`src/rtl/control_unit_pkg.sv`:
```
// Shared definitions for the control unit: field widths, opcode and FSM state
// encodings, datapath select encodings and the branch-condition helper.
package control_unit_pkg;

  localparam int unsigned DATA_WIDTH   = 11;
  localparam int unsigned ADDR_WIDTH   = 11;
  localparam int unsigned OPCODE_WIDTH = 5;
  localparam int unsigned INSTR_WIDTH  = OPCODE_WIDTH + DATA_WIDTH;

  typedef enum logic [OPCODE_WIDTH-1:0] {
    OpHlt  = 5'b00000,
    OpSto  = 5'b00001,
    OpLd   = 5'b00010,
    OpLdi  = 5'b00011,
    OpAdd  = 5'b00100,
    OpAddi = 5'b00101,
    OpSub  = 5'b00110,
    OpSubi = 5'b00111,
    OpBeq  = 5'b01000,
    OpBne  = 5'b01001,
    OpBgt  = 5'b01010,
    OpBge  = 5'b01011,
    OpBlt  = 5'b01100,
    OpBle  = 5'b01101,
    OpJmp  = 5'b01110
  } opcode_e;

  typedef enum logic [1:0] {
    StInit,
    StFetch,
    StExecute,
    StHalt
  } state_e;

  // Accumulator source select
  localparam logic [1:0] SEL_A_ALU     = 2'b00;
  localparam logic [1:0] SEL_A_OPERAND = 2'b01;
  localparam logic [1:0] SEL_A_MEMORY  = 2'b10;

  // ALU B source select and ALU operation
  localparam logic SEL_B_OPERAND = 1'b0;
  localparam logic SEL_B_MEMORY  = 1'b1;
  localparam logic OP_ALU_ADD    = 1'b0;
  localparam logic OP_ALU_SUB    = 1'b1;

  // True when a branch/jump opcode should redirect the PC for the given flags.
  // Non-branch opcodes never redirect.
  function automatic logic branch_taken(logic [OPCODE_WIDTH-1:0] op, logic z, logic n);
    logic taken;
    taken = 1'b0;
    case (op)
      OpBeq:   taken = z;
      OpBne:   taken = ~z;
      OpBgt:   taken = ~z & ~n;
      OpBge:   taken = ~n;
      OpBlt:   taken = n;
      OpBle:   taken = z | n;
      OpJmp:   taken = 1'b1;
      default: taken = 1'b0;
    endcase
    return taken;
  endfunction

endpackage

```
`src/rtl/control_unit_if.sv`:
```
// Bus between the control unit and program memory / datapath.
//   instruction_in          program memory read data (opcode in MSBs)
//   flag_Z_in, flag_N_in    datapath status flags
//   program_address_out     program counter
//   operand_out             IR operand field
//   op_alu_out, sel_A_out, sel_B_out  datapath selects
//   acc_wr_out, status_wr_out, data_memory_wr_out  write strobes
//   acc_reset_out, status_reset_out   datapath register clears
//   halted_out              high while halted
// master: control unit side; slave: memory/datapath (or bench) side.
interface control_unit_if;
  import control_unit_pkg::*;

  logic [INSTR_WIDTH-1:0] instruction_in;
  logic                   flag_Z_in;
  logic                   flag_N_in;
  logic [ADDR_WIDTH-1:0]  program_address_out;
  logic [DATA_WIDTH-1:0]  operand_out;
  logic                   op_alu_out;
  logic [1:0]             sel_A_out;
  logic                   sel_B_out;
  logic                   acc_wr_out;
  logic                   status_wr_out;
  logic                   data_memory_wr_out;
  logic                   acc_reset_out;
  logic                   status_reset_out;
  logic                   halted_out;

  modport master (
    input  instruction_in, flag_Z_in, flag_N_in,
    output program_address_out, operand_out, op_alu_out, sel_A_out, sel_B_out,
           acc_wr_out, status_wr_out, data_memory_wr_out, acc_reset_out,
           status_reset_out, halted_out
  );

  modport slave (
    output instruction_in, flag_Z_in, flag_N_in,
    input  program_address_out, operand_out, op_alu_out, sel_A_out, sel_B_out,
           acc_wr_out, status_wr_out, data_memory_wr_out, acc_reset_out,
           status_reset_out, halted_out
  );

endinterface

```
`src/rtl/control_unit_program_counter.sv`:
```
// Program counter: synchronous active-low clear to 0, load (priority) or
// increment with silent wrap at the top of the address space.
//   clock_in, reset_n_in  clock and synchronous active-low reset
//   load_en_in            load load_value_in at the edge
//   load_value_in         branch target
//   inc_en_in             increment at the edge (ignored when loading)
//   pc_out                current program counter
module control_unit_program_counter
  import control_unit_pkg::*;
(
  input  logic                  clock_in,
  input  logic                  reset_n_in,
  input  logic                  load_en_in,
  input  logic [ADDR_WIDTH-1:0] load_value_in,
  input  logic                  inc_en_in,
  output logic [ADDR_WIDTH-1:0] pc_out
);

  logic [ADDR_WIDTH-1:0] pc_q;

  always_ff @(posedge clock_in) begin
    if (!reset_n_in) begin
      pc_q <= '0;
    end else if (load_en_in) begin
      pc_q <= load_value_in;
    end else if (inc_en_in) begin
      pc_q <= pc_q + ADDR_WIDTH'(1);
    end
  end

  assign pc_out = pc_q;

endmodule

```
`src/rtl/control_unit.sv`:
```
// Multi-cycle control unit: INIT -> (FETCH -> EXECUTE)* -> HALT.
// FETCH latches the instruction into IR; EXECUTE decodes the IR opcode into
// single-cycle datapath strobes and updates the PC at the edge ending it.
//   clock_in    single clock, rising edge
//   reset_n_in  synchronous active-low reset
//   bus         control_unit_if master: instruction/flags in, PC/operand/strobes out
// Outputs are combinational decodes of state and IR only.
module control_unit
  import control_unit_pkg::*;
(
  input logic            clock_in,
  input logic            reset_n_in,
  control_unit_if.master bus
);

  state_e                  state_q;
  logic [INSTR_WIDTH-1:0]  ir_q;
  logic [OPCODE_WIDTH-1:0] opcode;
  logic [DATA_WIDTH-1:0]   operand;
  logic                    in_execute;
  logic                    taken;
  logic                    pc_load;
  logic                    pc_inc;
  logic [ADDR_WIDTH-1:0]   pc;

  assign opcode  = ir_q[INSTR_WIDTH-1 -: OPCODE_WIDTH];
  assign operand = ir_q[DATA_WIDTH-1:0];

  always_ff @(posedge clock_in) begin
    if (!reset_n_in) begin
      state_q <= StInit;
      ir_q    <= '0;
    end else begin
      unique case (state_q)
        StInit:    state_q <= StFetch;
        StFetch: begin
          ir_q    <= bus.instruction_in;
          state_q <= StExecute;
        end
        StExecute: state_q <= (opcode == OpHlt) ? StHalt : StFetch;
        StHalt:    state_q <= StHalt;
      endcase
    end
  end

  // Flags are sampled during EXECUTE, so an ALU op writing them at the
  // previous EXECUTE edge is visible to an immediately following branch.
  assign in_execute = (state_q == StExecute);
  assign taken      = branch_taken(opcode, bus.flag_Z_in, bus.flag_N_in);
  assign pc_load    = in_execute & taken;
  assign pc_inc     = in_execute & ~taken & (opcode != OpHlt);

  control_unit_program_counter u_program_counter (
    .clock_in      (clock_in),
    .reset_n_in    (reset_n_in),
    .load_en_in    (pc_load),
    .load_value_in (operand[ADDR_WIDTH-1:0]),
    .inc_en_in     (pc_inc),
    .pc_out        (pc)
  );

  always_comb begin
    bus.acc_reset_out      = 1'b0;
    bus.status_reset_out   = 1'b0;
    bus.acc_wr_out         = 1'b0;
    bus.status_wr_out      = 1'b0;
    bus.data_memory_wr_out = 1'b0;
    bus.halted_out         = 1'b0;
    bus.sel_A_out          = SEL_A_ALU;
    bus.sel_B_out          = SEL_B_OPERAND;
    bus.op_alu_out         = OP_ALU_ADD;
    unique case (state_q)
      StInit: begin
        bus.acc_reset_out    = 1'b1;
        bus.status_reset_out = 1'b1;
      end
      StFetch: begin
      end
      StExecute: begin
        unique case (opcode)
          OpSto: bus.data_memory_wr_out = 1'b1;
          OpLd: begin
            bus.sel_A_out  = SEL_A_MEMORY;
            bus.acc_wr_out = 1'b1;
          end
          OpLdi: begin
            bus.sel_A_out  = SEL_A_OPERAND;
            bus.acc_wr_out = 1'b1;
          end
          OpAdd, OpAddi, OpSub, OpSubi: begin
            bus.acc_wr_out    = 1'b1;
            bus.status_wr_out = 1'b1;
            bus.sel_B_out     = (opcode == OpAdd || opcode == OpSub) ? SEL_B_MEMORY
                                                                     : SEL_B_OPERAND;
            bus.op_alu_out    = (opcode == OpSub || opcode == OpSubi) ? OP_ALU_SUB
                                                                      : OP_ALU_ADD;
          end
          // HLT, branches and undefined opcodes assert no strobes
          default: begin
          end
        endcase
      end
      StHalt: bus.halted_out = 1'b1;
    endcase
  end

  assign bus.program_address_out = pc;
  assign bus.operand_out         = operand;

endmodule
```
`src/flat_wrapper.sv`:
```
// flat-port wrapper written by rule: the top's interface ports become plain ports
module control_unit_flat import control_unit_pkg::*;
  (clock_in, reset_n_in, bus_instruction_in, bus_flag_Z_in, bus_flag_N_in, bus_program_address_out, bus_operand_out, bus_op_alu_out, bus_sel_A_out, bus_sel_B_out, bus_acc_wr_out, bus_status_wr_out, bus_data_memory_wr_out, bus_acc_reset_out, bus_status_reset_out, bus_halted_out);
  control_unit_if bus_i ();
  input logic clock_in;
  input logic reset_n_in;
  input wire logic [$bits(bus_i.instruction_in)-1:0] bus_instruction_in;
  input wire logic [$bits(bus_i.flag_Z_in)-1:0] bus_flag_Z_in;
  input wire logic [$bits(bus_i.flag_N_in)-1:0] bus_flag_N_in;
  output wire logic [$bits(bus_i.program_address_out)-1:0] bus_program_address_out;
  output wire logic [$bits(bus_i.operand_out)-1:0] bus_operand_out;
  output wire logic [$bits(bus_i.op_alu_out)-1:0] bus_op_alu_out;
  output wire logic [$bits(bus_i.sel_A_out)-1:0] bus_sel_A_out;
  output wire logic [$bits(bus_i.sel_B_out)-1:0] bus_sel_B_out;
  output wire logic [$bits(bus_i.acc_wr_out)-1:0] bus_acc_wr_out;
  output wire logic [$bits(bus_i.status_wr_out)-1:0] bus_status_wr_out;
  output wire logic [$bits(bus_i.data_memory_wr_out)-1:0] bus_data_memory_wr_out;
  output wire logic [$bits(bus_i.acc_reset_out)-1:0] bus_acc_reset_out;
  output wire logic [$bits(bus_i.status_reset_out)-1:0] bus_status_reset_out;
  output wire logic [$bits(bus_i.halted_out)-1:0] bus_halted_out;
  assign bus_i.instruction_in = bus_instruction_in;
  assign bus_i.flag_Z_in = bus_flag_Z_in;
  assign bus_i.flag_N_in = bus_flag_N_in;
  assign bus_program_address_out = bus_i.program_address_out;
  assign bus_operand_out = bus_i.operand_out;
  assign bus_op_alu_out = bus_i.op_alu_out;
  assign bus_sel_A_out = bus_i.sel_A_out;
  assign bus_sel_B_out = bus_i.sel_B_out;
  assign bus_acc_wr_out = bus_i.acc_wr_out;
  assign bus_status_wr_out = bus_i.status_wr_out;
  assign bus_data_memory_wr_out = bus_i.data_memory_wr_out;
  assign bus_acc_reset_out = bus_i.acc_reset_out;
  assign bus_status_reset_out = bus_i.status_reset_out;
  assign bus_halted_out = bus_i.halted_out;
  control_unit u_core (.clock_in(clock_in), .reset_n_in(reset_n_in), .bus(bus_i));
endmodule
```
`config.mk`:
```
export PLATFORM = sky130hd
export DESIGN_NAME = control_unit_flat
export DESIGN_NICKNAME = d
export VERILOG_FILES = /design/src/rtl/control_unit_pkg.sv /design/src/rtl/control_unit_if.sv /design/src/rtl/control_unit_program_counter.sv /design/src/rtl/control_unit.sv /design/src/flat_wrapper.sv
export SDC_FILE = /design/constraint.sdc
export NUM_CORES = 1
export LEC_CHECK = 0
export ABC_AREA = 1
export ABC_CLOCK_PERIOD_IN_PS = 3400
export CORE_ASPECT_RATIO = 1.2
export CORE_MARGIN = 1
export CORE_UTILIZATION = 52
export CTS_BUF_LIST = sky130_fd_sc_hd__clkbuf_8
export DETAILED_ROUTE_END_ITERATION = 10
export PLACE_DENSITY = 0.95
export SYNTH_ARGS = -nofsm -noshare
export SYNTH_HDL_FRONTEND = slang
export SYNTH_SLANG_ARGS = --single-unit
```
`constraint.sdc`:
```
create_clock -name clock_in -period 3.4 [get_ports clock_in]
set_input_delay 0.51 -clock clock_in [delete_from_list [all_inputs] [get_ports clock_in]]
set_output_delay 0.51 -clock clock_in [all_outputs]
set_load 0.02 [all_outputs]
```
==> results of run 1 <==
cells in the final DEF (no fill, tap or decap), types with 2 or more instances in the layout:
cell,n
nor2_1,40
o21ai_0,18
inv_1,26
nor3_1,3
inv_2,5
clkdlybuf4s50_1,51
clkbuf_8,6
a21oi_1,7
nand3_1,32
xor2_1,3
dfxtp_1,29
nand4_1,5
nand2_1,49
a21oi_4,2
final timing paths:
path | endpoint | slack (ps)
setup / recovery | bus_sel_A_out[0] | 1090
hold / removal | u_core.ir_q[15]$_SDFFE_PN0N_ | 510
setup reg to reg | u_core.u_program_counter.pc_out[6]$_SDFFE_PN0P_ | 1570
hold reg to reg | u_core.ir_q[15]$_SDFFE_PN0N_ | 510
worst reg2reg max path: cells and delay by family, from the launching register on:
family / cells / cell delay, ps
buffers and inverters: 1 / 70
adders and majority gates: 1 / 280
DFF: 1 / 550
and+or+nand+nor: 9 / 870
Yosys cell counts (all sizes together):
| master | instances |
|---|---|
| xor2 | 3 |
| buf | 15 |
| inv | 30 |
| nand3 | 34 |
| xnor2 | 1 |
| o21ai | 18 |
| nand2 | 50 |
| nand3b | 1 |
| dfxtp | 29 |
| nor3 | 3 |
| clkbuf | 5 |
| or2 | 1 |
| nor2 | 41 |
| a211oi | 1 |
| ha | 1 |
| a21oi | 9 |
| nand4 | 5 |
state kept, by name, summed over array words and instances (netlist names):
register / cells
u_core.u_program_counter.pc_out: 11
u_core.state_q: 2
u_core.ir_q: 16
per-layer routing:
| layer | vias up | part of all wire (%) | wire length [µm] | GRT usage, % |
|---|---|---|---|---|
| li1 | 851 | - | - | - |
| met1 | 757 | 44 | 1730 | 32.3 |
| met2 | 53 | 50 | 1950 | 40.5 |
| met3 | 12 | 4.0 | 156 | 5.48 |
| met4 | 0 | 2.4 | 95 | 12.5 |
| met5 | - | 0 | 0 | 0 |
final cells by class:
class                      count  area, µm²  share of cell area, %
tap                           36       45.0                   2.09
sequential                    29        581                   26.9
clock buffer                   6       82.6                   3.82
multi-input combinational    168        817                   37.8
inverter                      30        113                   5.21
clock inverter                 1       3.75                  0.174
timing repair buffer          52        518                   24.0
per-stage QoR:
stage	util, %	power (mW)	worst slack [ps]	std cells	hold WS, ps
5_1_grt	70.7	0.897	1000	322	552
3_3_place_gp	67.9	0.578	1370	315	476
2_1_floorplan	-	0.523	1780	247	439
6_report	70.7	0.862	1090	322	509
4_1_cts	70.7	0.863	1090	322	509
3_5_place_dp	67.9	0.584	1320	315	501
kinds of logic (layout without fill, tap and decap cells):
logic type / count (synthesis) / in the layout / share of synthesized area, %
adders and majority gates: 1 / 1 / 0.757
DFF: 29 / 29 / 35.1
buffers and inverters: 50 / 89 / 15.4
and+or+nand+nor: 135 / 135 / 36.6
xor gates and xnor gates: 4 / 4 / 2.12
AOI/OAI and AO/OA: 28 / 28 / 9.99
power groups by stage:
stage | Sequential, mW | Clock (mW) | Combinational, mW
after global placement | 0.397 | 0 | 0.181
after CTS | 0.391 | 0.284 | 0.189
final | 0.391 | 0.282 | 0.189
after global routing | 0.394 | 0.297 | 0.205
after floorplan | 0.391 | 0 | 0.132
after detailed placement | 0.397 | 0 | 0.187
==> metrics.md, run 1 <==
| Metric | Value |
|---|---|
| CTS tree | `built` |
| Buffers on Ports | `just over 50` |
| Detailed-route DRC error count | `2` |
| Switching share of power | `between 30% and 40%` |
| Maximum VDD drop | `0.318 mV` |
| Layout cells sized above 1 | `under 10%` |
| Sequential Power Share | `45.4%` |
| Relative slew slack | `between 40% and 50%` |
| Initial antenna violation count | `0` |
| Violated checks | `DRC` |
| Post-synth cell types | `24` |
| Number of global-route vias before repair | `~1500` |
| Largest net degree at the start of global routing | `27` |
| Delay-heaviest family, CP | `buffers and inverters` |
| Vias per cell | `a little over 5` |
| Wire per inst | `roughly 12 µm` |
| Fin Setup TNS | `0 ps` |
| Die height | `63.8 µm` |
| Syn Nets | `268` |
| Rows | `22` |
| Diode count | `0` |
| Clk sinks | `29` |
| Crit-path slowest cell | `clkdlybuf4s50_1` |
| Worst Hold Launch | `u_core.ir_q[15]$_SDFFE_PN0N_` |
| P&R area growth vs syn | `30.7%` |
| RSZ-0062 raised after global routing | `no` |
| Switching pwr | `about 0.26 mW` |
| Pre-antenna DRT Iters | `7` |
| Mapped cell area | `approximately 1700 µm²` |
| Max-cap violations | `0` |
| Status | `finished with violations` |
| Largest cells by area after synthesis | `dfxtp_1 35%, nand2_1 11%, nand3_1 9.7%` |
| Clk pwr share | `between 30% and 40%` |
| Worst hold stages | `2` |
| Slowest cell delay on critical path | `630 ps` |
| Combinational group share of total power | `between 20% and 30%` |
| Antenna-violating nets left | `0` |
| Root buffer cell | `clkbuf_8` |
| Tot GR Track Use | `about a quarter` |
| Tmin final | `around 2300 ps` |
| Lkg Pwr | `approximately 0.94 nW` |
| WP buf/inv | `2` |
| Crit path DAT | `approximately 1800 ps` |
| Clk pin slew, worst setup/hold paths | `roughly 60 ps` |
| Nets | `roughly 310` |
| Int Power | `around 0.6 mW` |
| Via count of the routed design | `approximately 1700` |
| Post-synth top area share | `around a third` |
| Post-DP HPWL | `approximately 2.7 mm` |
| CTS HTree Levels | `2` |
| Slew @ Worst Pin | `approximately 840 ps` |
| Placement Cell Area | `around 2100 µm²` |
| Skew final | `about 5.3 ps` |
| Post-CTS setup buffer count | `0` |
| Detailed Route WL | `around 3.9 mm` |
| CP Launch Type | `flop` |
| Die area | `3410 µm²` |
| Worst-Skew Late Latency | `280 ps` |
| Yosys reg bits | `29` |
| Worst setup path startpoint | `u_core.state_q[1]$_SDFF_PN0_` |
| Hold Crit Class | `reg2reg` |
| Reg2reg path depth | `11` |
| Syn_area_per_cell | `6.69 µm²` |
| Max Transition Viols Final | `0` |
| Fin area | `2160 µm²` |
| Max FO, Critical Path | `4` |
| Final Wtd Congestion | `0.880` |
| IO Pins | `52` |
| Cells after Synth | `between 200 and 250` |
| CTS max path bufs | `2` |
| Final worst-path cycle share | `between 60 and 70%` |
| Top cell type by total area after synthesis | `dfxtp_1` |
| Die Wd | `roughly 53 µm` |
| First DRT Iteration DRCs | `just under 80` |
| CTS Hold Bufs | `0` |
| Critical path class | `reg2out` |
| RR Startpoint | `u_core.u_program_counter.pc_out[0]$_SDFFE_PN0P_` |
| Fillcell total | `about 250` |
| Starting Density | `54.1%` |
| Critical Path, Cell by Cell | `inv_2, nor2_4, nand3_1, nor3_1, clkdlybuf4s50_1` |
| Critical path depth | `5` |
| Critical Path RT | `roughly 2900 ps` |
| Maximum clock rate | `about 430 MHz` |
| Global route overflow | `0` |
| First-pass GRT wire length | `6.47 mm` |
| Pwr dens | `between 300 and 400 nW/µm²` |
| Final Hold Fails | `0` |
| Critical Path End Type | `output pin` |
| Setup violations, final | `0` |
| CTS Buf Count | `5` |
| Core area | `just over 3000 µm²` |
| PostCTS Resize Cnt | `0` |
| Sequential area share after synthesis | `between 30% and 40%` |
| Synth warn | `0` |
(Power assumes the default switching activity.)
==> run 2: changes to the inputs <==
--- a/config.mk
+++ b/config.mk
@@ -6,13 +6,13 @@
 export NUM_CORES = 1
 export LEC_CHECK = 0
 export ABC_AREA = 1
-export ABC_CLOCK_PERIOD_IN_PS = 3400
+export ABC_CLOCK_PERIOD_IN_PS = 2000
 export CORE_ASPECT_RATIO = 1.2
 export CORE_MARGIN = 1
-export CORE_UTILIZATION = 52
+export CORE_UTILIZATION = 43
 export CTS_BUF_LIST = sky130_fd_sc_hd__clkbuf_8
 export DETAILED_ROUTE_END_ITERATION = 10
-export PLACE_DENSITY = 0.95
+export PLACE_DENSITY = 0.86
 export SYNTH_ARGS = -nofsm -noshare
 export SYNTH_HDL_FRONTEND = slang
 export SYNTH_SLANG_ARGS = --single-unit
==> constraint.sdc (replaced) <==
create_clock -name clock_in -period 2 [get_ports clock_in]
set_input_delay 0.3 -clock clock_in [delete_from_list [all_inputs] [get_ports clock_in]]
set_output_delay 0.3 -clock clock_in [all_outputs]
set_load 0.02 [all_outputs]
==> metrics.md, run 2 (synthesis gave the netlist of run 1 again) <==
| Metric | Value |
|---|---|
| Pwr dens | `661 nW/µm² (+66%)` |
| Rows | `24 (+9.1%)` |
| Skew final | `9.10 ps (+3.81 ps)` |
| Final Wtd Congestion | `0.813 (-7.6%)` |
| Top reg by flops | `u_core.ir_q` |
| Vias per cell | `4.80 (-7.6%)` |
| Number of flip-flops in the largest register | `16 (unchanged)` |
| Hold Crit Class | `reg2reg` |
| Max-cap violations | `0 (unchanged)` |
| Wire per inst | `11.2 µm (-8.5%)` |
| Nets | `311 (+1.3%)` |
| Worst-Skew Late Latency | `280 ps (about the same)` |
| Setup violations, final | `0 (unchanged)` |
| Leading cell type in the layout, fill and taps excluded | `nand2_1` |
| CTS Buf Count | `5 (unchanged)` |
| Crit path DAT | `1580 ps (-220 ps)` |
| Pre-antenna DRT Iters | `4 (-3)` |
| Critical Path End Type | `output pin` |
| Via count of the routed design | `1647 (-1.6%)` |
| Critical Path RT | `1700 ps (-1190 ps)` |
| Met1 wire length | `1.78 mm (+2.6%)` |
| Critical path class | `reg2out` |
| Maximum VDD drop | `0.550 mV (+73%)` |
| Layout cells sized above 1 | `8.25% (+2.0 points)` |
| Initial antenna violation count | `0 (unchanged)` |
| Detailed Route WL | `3.83 mm (-2.5%)` |
| Most frequent cells in the layout | `49 x nand2_1, 44 x clkdlybuf4s50_1, 40 x nor2_1, 32 x nand3_1, 29 x dfxtp_1` |
| Status | `complete, no violations` |
| Max Transition Viols Final | `0 (unchanged)` |
| CTS tree | `built` |
| Die area | `4100 µm² (+20%)` |
| Fillcell total | `347 (+37%)` |
| Starting Density | `45.1% (-9.0 points)` |
| CTS max path bufs | `2 (unchanged)` |
| CP Launch Type | `flop` |
| Wire length on met2 | `1.86 mm (-4.7%)` |
| P&R area growth vs syn | `33.6%` |
| Total power | `1.46 mW (+69%)` |
| Slew @ Worst Pin | `566 ps (-272 ps)` |
| Pre-CTS setup slack | `172 ps (-1140 ps)` |
| Clk sinks | `29 (unchanged)` |
| First-pass GRT wire length | `6.35 mm (-1.8%)` |
| Lkg Pwr | `1.02 nW (+8.1%)` |
| Root buffer cell | `clkbuf_8` |
| Largest net degree at the start of global routing | `22 (-19%)` |
| CTS HTree Levels | `2 (unchanged)` |
| Post-CTS setup buffer count | `0 (unchanged)` |
| Core Util, Final | `60.3% (-10 points)` |
| Clk pin slew, worst setup/hold paths | `70 ps (about the same)` |
| Buffers on Ports | `51 (unchanged)` |
| Relative slew slack | `62.2% (+18 points)` |
| Number of global-route vias before repair | `1489 (+1.6%)` |
| WL met3 | `142 µm (-9.0%)` |
| Die height | `69.9 µm (+9.7%)` |
| First DRT Iteration DRCs | `65 (-17%)` |
| Uppermost layer routed | `met4` |
| Max FO, Critical Path | `4 (unchanged)` |
| Fin Setup TNS | `0 ps (unchanged)` |
| Final worst slack | `123 ps (-972 ps)` |
| RSZ-0062 raised after global routing | `no` |
| Die Wd | `58.6 µm (+9.6%)` |
| Final Hold Fails | `0 (unchanged)` |
| Antenna-violating nets left | `0 (unchanged)` |
| Core area | `3660 µm² (+20%)` |
| Final worst-path cycle share | `a little over nine tenths` |
| Detailed-route DRC error count | `0 (-2)` |
| Diode count | `0 (unchanged)` |
| Tmin final | `1880 ps` |
| Post-DP HPWL | `2.76 mm (+3.3%)` |
| Global route overflow | `0 (unchanged)` |
| IO Pins | `52 (unchanged)` |
| Tot GR Track Use | `20.0% (-5.7 points)` |
| Maximum clock rate | `between 500 and 600 MHz` |
==> run 2: cell count changes in the layout (fill, tap and decap cells not counted), sizes merged, moves of 2 or more <==
cell,previous run,this run
clkdlybuf4s50,51,44
dlygate4sd2,0,5
dlymetal6s2s,0,2
clkinv,0,2
buf,1,5
==> run 2: path summary, 6_finish.rpt <==
path / start / endpoint / slack [ps] / cells past startpoint
worst max register to register: u_core.ir_q[12]$_SDFFE_PN0N_ / u_core.u_program_counter.pc_out[8]$_SDFFE_PN0P_ / 310 / 8
worst min-delay path: u_core.ir_q[15]$_SDFFE_PN0N_ / u_core.ir_q[15]$_SDFFE_PN0N_ / 490 / 2
worst max-delay path: u_core.state_q[1]$_SDFF_PN0_ / bus_acc_wr_out / 120 / 7
worst min register to register: u_core.ir_q[15]$_SDFFE_PN0N_ / u_core.ir_q[15]$_SDFFE_PN0N_ / 490 / 2
==> run 2: repair_timing <==
| action | 4_1_cts | 5_1_grt |
|---|---|---|
| pin swaps | 0 | 0 |
| setup endpoints to repair | 5 | 2 |
| hold buffers | 0 | 0 |
| gates resized for setup | 5 | 2 |
==> run 2: critical path: stages, from the launching register on <==
cell and delay (ps):
dfxtp_1 390, inv_2 60, nor2_4 130, nand3_1 160
nor2_1 130, nor2_1 50, inv_1 50, dlygate4sd2_1 330
==> run 2: cell type report <==
type                    instances  area, µm²  area share, %
multi-input cells             168        817           37.0
flip-flops and latches         29        581           26.3
repair buffers                 56        547           24.8
inverters                      30        113           5.10
clock buffers                   5       68.8           3.12
well taps                      52       65.1           2.95
clock inverters                 3       17.5          0.793
==> run 2: power breakdown <==
group / switching [mW] / leakage [nW] / internal, mW / total, mW
sequential: 0.0401 / 0.238 / 0.621 / 0.661
clock: 0.228 / 0.0439 / 0.239 / 0.468
combinational: 0.189 / 0.738 / 0.142 / 0.330
total: 0.457 / 1.02 / 1.00 / 1.46
==> run 2: metrics by stage <==
step | instances | hold WS (ps) | instance area (µm²)
final | 343 | 495 | 2210
after global routing | 343 | 517 | 2210
after CTS | 343 | 495 | 2200
after detailed placement | 335 | 486 | 2120
after global placement | 335 | 484 | 2120
after floorplan | 247 | 435 | 1650
==> run 2: layer usage <==
metal | GRT usage (%) | vias up
li1 | - | 859
met1 | 25.0 | 732
met2 | 32.3 | 51
met3 | 3.52 | 5
met4 | 10.3 | 0
met5 | 0 | -
==> run 3: changes to the inputs <==
--- a/config.mk
+++ b/config.mk
@@ -5,7 +5,6 @@
 export SDC_FILE = /design/constraint.sdc
 export NUM_CORES = 1
 export LEC_CHECK = 0
-export ABC_AREA = 1
 export ABC_CLOCK_PERIOD_IN_PS = 2000
 export CORE_ASPECT_RATIO = 1.2
 export CORE_MARGIN = 1
==> metrics.md, run 3 <==
| Metric | Value |
|---|---|
| Diode count | `0 (unchanged)` |
| Post-CTS setup buffer count | `0 (unchanged)` |
| Critical Path End Type | `output pin` |
| Final Hold Fails | `0 (unchanged)` |
| Status | `finished with violations` |
| Clk pin slew, worst setup/hold paths | `60 ps (about the same)` |
| Final worst-path cycle share | `95.3% (+1.5 points)` |
| Hold Crit Class | `reg2reg` |
| First-pass GRT wire length | `6.73 mm (+6.1%)` |
| Detailed-route DRC error count | `2 (+2)` |
| Non-filler cells, final | `289 (-16%)` |
| Mapped cell area | `1600 µm² (-3.2%)` |
| Largest net degree at the start of global routing | `18 (-18%)` |
| Antenna-violating nets left | `0 (unchanged)` |
| Critical Path RT | `1700 ps (about the same)` |
| Slowest cell delay on critical path | `400 ps (about the same)` |
| Global route overflow | `0 (unchanged)` |
| Switching share of power | `26.6% (-4.8 points)` |
| Core Util, Final | `63.7% (+3.5 points)` |
| Reg2reg setup slack | `160 ps (-150 ps)` |
| Number of flip-flops in the largest register | `16 (unchanged)` |
| Relative slew slack | `61.0% (-1.2 points)` |
| Sequential area share after synthesis | `36.3% (+1.2 points)` |
| Dpl cells | `281 (-16%)` |
| Pre-antenna DRT Iters | `7 (+3)` |
| RSZ-0062 raised after global routing | `no` |
| Most common cell in the synthesized netlist | `nand2_1` |
| Initial antenna violation count | `0 (unchanged)` |
| Layout cells sized above 1 | `9.92% (+1.7 points)` |
| CTS Hold Bufs | `0 (unchanged)` |
| CP Launch Type | `flop` |
| Most frequent cells in the layout | `47 x nand2_1, 44 x clkdlybuf4s50_1, 27 x dfxtp_1, 21 x a21oi_1, 12 x nor2_1` |
| Asr flop ratio synth | `0% (unchanged)` |
| Max Transition Viols Final | `0 (unchanged)` |
| Buffers on Ports | `51 (unchanged)` |
| Final Wtd Congestion | `0.806 (-0.85%)` |
| First DRT Iteration DRCs | `64 (-1.5%)` |
| Maximum VDD drop | `0.516 mV (-6.3%)` |
| Detailed Route WL | `4.15 mm (+8.4%)` |
| Crit-path slowest cell | `or3_4` |
| Setup violations, final | `0 (unchanged)` |
| Skew final | `5.43 ps (-3.67 ps)` |
| CTS tree | `built` |
| Die area | `3970 µm² (-3.1%)` |
| Die height | `68.8 µm (-1.6%)` |
| Maximum clock rate | `524 MHz (-1.6%)` |
| Worst-Skew Late Latency | `280 ps (about the same)` |
| Synth warn | `0 (unchanged)` |
| Clk pwr share | `38.5% (+6.4 points)` |
| Starting Density | `46.3% (+1.2 points)` |
| Core area | `3450 µm² (-5.7%)` |
| Critical path class | `reg2out` |
| Crit path DAT | `1610 ps (+30 ps)` |
| Violated checks | `DRC` |
| Number of global-route vias before repair | `1530 (+2.8%)` |
| Tmin final | `1910 ps (+29.6 ps)` |
| Slew @ Worst Pin | `585 ps (+19.0 ps)` |
| Top reg by flops | `u_core.ir_q` |
| Int Power | `1.16 mW (+16%)` |
| Syn_area_per_cell | `7.73 µm² (+16%)` |
| Max FO, Critical Path | `4 (unchanged)` |
| Post-synth top area share | `36.3% (+1.2 points)` |
| Commonest cells post-synth | `47 x nand2_1, 29 x dfxtp_1, 21 x a21oi_1, 13 x buf_4, 12 x nor2_1` |
| Leading cell type in the layout, fill and taps excluded | `nand2_1` |
| Via count of the routed design | `1622 (-1.5%)` |
| Lkg Pwr | `0.848 nW (-17%)` |
| Cells after Synth | `207 (-16%)` |
| EDFF count, synth | `0 (unchanged)` |
| Critical Path, Cell by Cell | `or3_4, nor2_1, and3_1, dlygate4sd2_1` |
| CTS Buf Count | `5 (unchanged)` |
| Rows | `23 (-4.2%)` |
| Nets | `272 (-13%)` |
| Vias per cell | `5.61 (+17%)` |
| Largest cells by area after synthesis | `dfxtp_1 36%, nand2_1 11%, a21oi_1 6.6%` |
| Max-cap violations | `0 (unchanged)` |
| Syn Nets | `228 (-15%)` |
| Die Wd | `57.7 µm (-1.5%)` |
| Sequential Power Share | `41.1% (-4.2 points)` |
| P&R area growth vs syn | `37.5%` |
| Tot GR Track Use | `23.1% (+3.1 points)` |
| Clk sinks | `29 (unchanged)` |
| IO Pins | `52 (unchanged)` |
| Top cell type by total area after synthesis | `dfxtp_1` |
| Wire per inst | `14.4 µm (+29%)` |
| CTS HTree Levels | `2 (unchanged)` |
| Combinational group share of total power | `20.4% (-2.2 points)` |
| Post-synth cell types | `44 (+83%)` |
| Yosys reg bits | `29 (unchanged)` |
| Root buffer cell | `clkbuf_8` |
| Post-DP HPWL | `2.91 mm (+5.5%)` |
| Pwr dens | `719 nW/µm² (+8.9%)` |
| CTS max path bufs | `2 (unchanged)` |
| Prevailing post-synth register cell | `dfxtp_1` |
| Switching pwr | `0.421 mW (-7.9%)` |
## run 3: changes by cell type in the layout (fill, tap and decap cells not counted), moves of 14 or more
cell,before,now
a21oi_1,7,21
inv_1,25,3
nand3_1,32,8
nor2_1,40,12
o21ai_0,18,3
## run 3: kinds of logic after synthesis
| kind of cell | synth area share, % |
|---|---|
| compound gates | 23.5 |
| fa+ha+maj | 0.782 |
| xor+xnor | 1.64 |
| buf+inv | 10.0 |
| simple gates | 27.8 |
| flops | 36.3 |
## run 3: layout make-up
cell class	count	area, µm²
Clock buffer	6	82.6
Fill cell	304	1250
Timing Repair Buffer	61	583
Tap cell	37	46.3
Multi-Input combinational cell	151	861
Sequential cell	29	583
Inverter	3	11.3
Clock inverter	2	33.8
## run 3: layer usage
| layer | vias to the layer above | share of wire, % | global-route usage [%] |
|---|---|---|---|
| met5 | - | 0 | 0 |
| met4 | 0 | 1.0 | 9.82 |
| met3 | 4 | 5.6 | 6.72 |
| met2 | 57 | 52 | 39.8 |
| met1 | 752 | 42 | 26.9 |
| li1 | 809 | - | - |
## run 3: critical path, delay by kind of cell (launching register included)
| family | cells | cell delay, ps |
|---|---|---|
| buffers and inverters | 1 | 330 |
| flip-flops | 1 | 330 |
| AND/OR/NAND/NOR | 3 | 670 |
## run 3: timing repair
| item | CTS | global route |
|---|---|---|
| setup endpoints to repair | 6 | 11 |
| cloned | 0 | 0 |
| gates resized for setup | 6 | 6 |
## run 3: per-stage QoR
stage | setup WS (ps) | TNS [ps] | cell area (µm²) | hold WS (ps) | total power, mW
3_3_place_gp | 39.1 | 0 | 2080 | 467 | 0.971
3_5_place_dp | -72.9 | -203 | 2080 | 472 | 0.979
6_report | 93.1 | 0 | 2200 | 484 | 1.58
2_1_floorplan | 202 | 0 | 1600 | 436 | 0.857
4_1_cts | 7.96 | 0 | 2190 | 485 | 1.58
5_1_grt | 1.16 | 0 | 2200 | 496 | 1.66
## run 3: power by group through the flow
| stage | Sequential [mW] | Combinational [mW] | Clock, mW |
|---|---|---|---|
| finish | 0.651 | 0.322 | 0.610 |
| global route | 0.656 | 0.350 | 0.650 |
| CTS | 0.650 | 0.321 | 0.611 |
| detailed placement | 0.662 | 0.317 | 0 |
| global placement | 0.660 | 0.311 | 0 |
| floorplan | 0.657 | 0.200 | 0 |
## run 3: final timing paths
kind	cells after the start	to	startpoint
max	4	bus_sel_A_out[0]	u_core.ir_q[15]$_SDFFE_PN0N_
min	2	u_core.ir_q[5]$_SDFFE_PN0N_	u_core.ir_q[5]$_SDFFE_PN0N_
max reg2reg	6	u_core.u_program_counter.pc_out[4]$_SDFFE_PN0P_	u_core.ir_q[15]$_SDFFE_PN0N_
min reg2reg	2	u_core.ir_q[5]$_SDFFE_PN0N_	u_core.ir_q[5]$_SDFFE_PN0N_
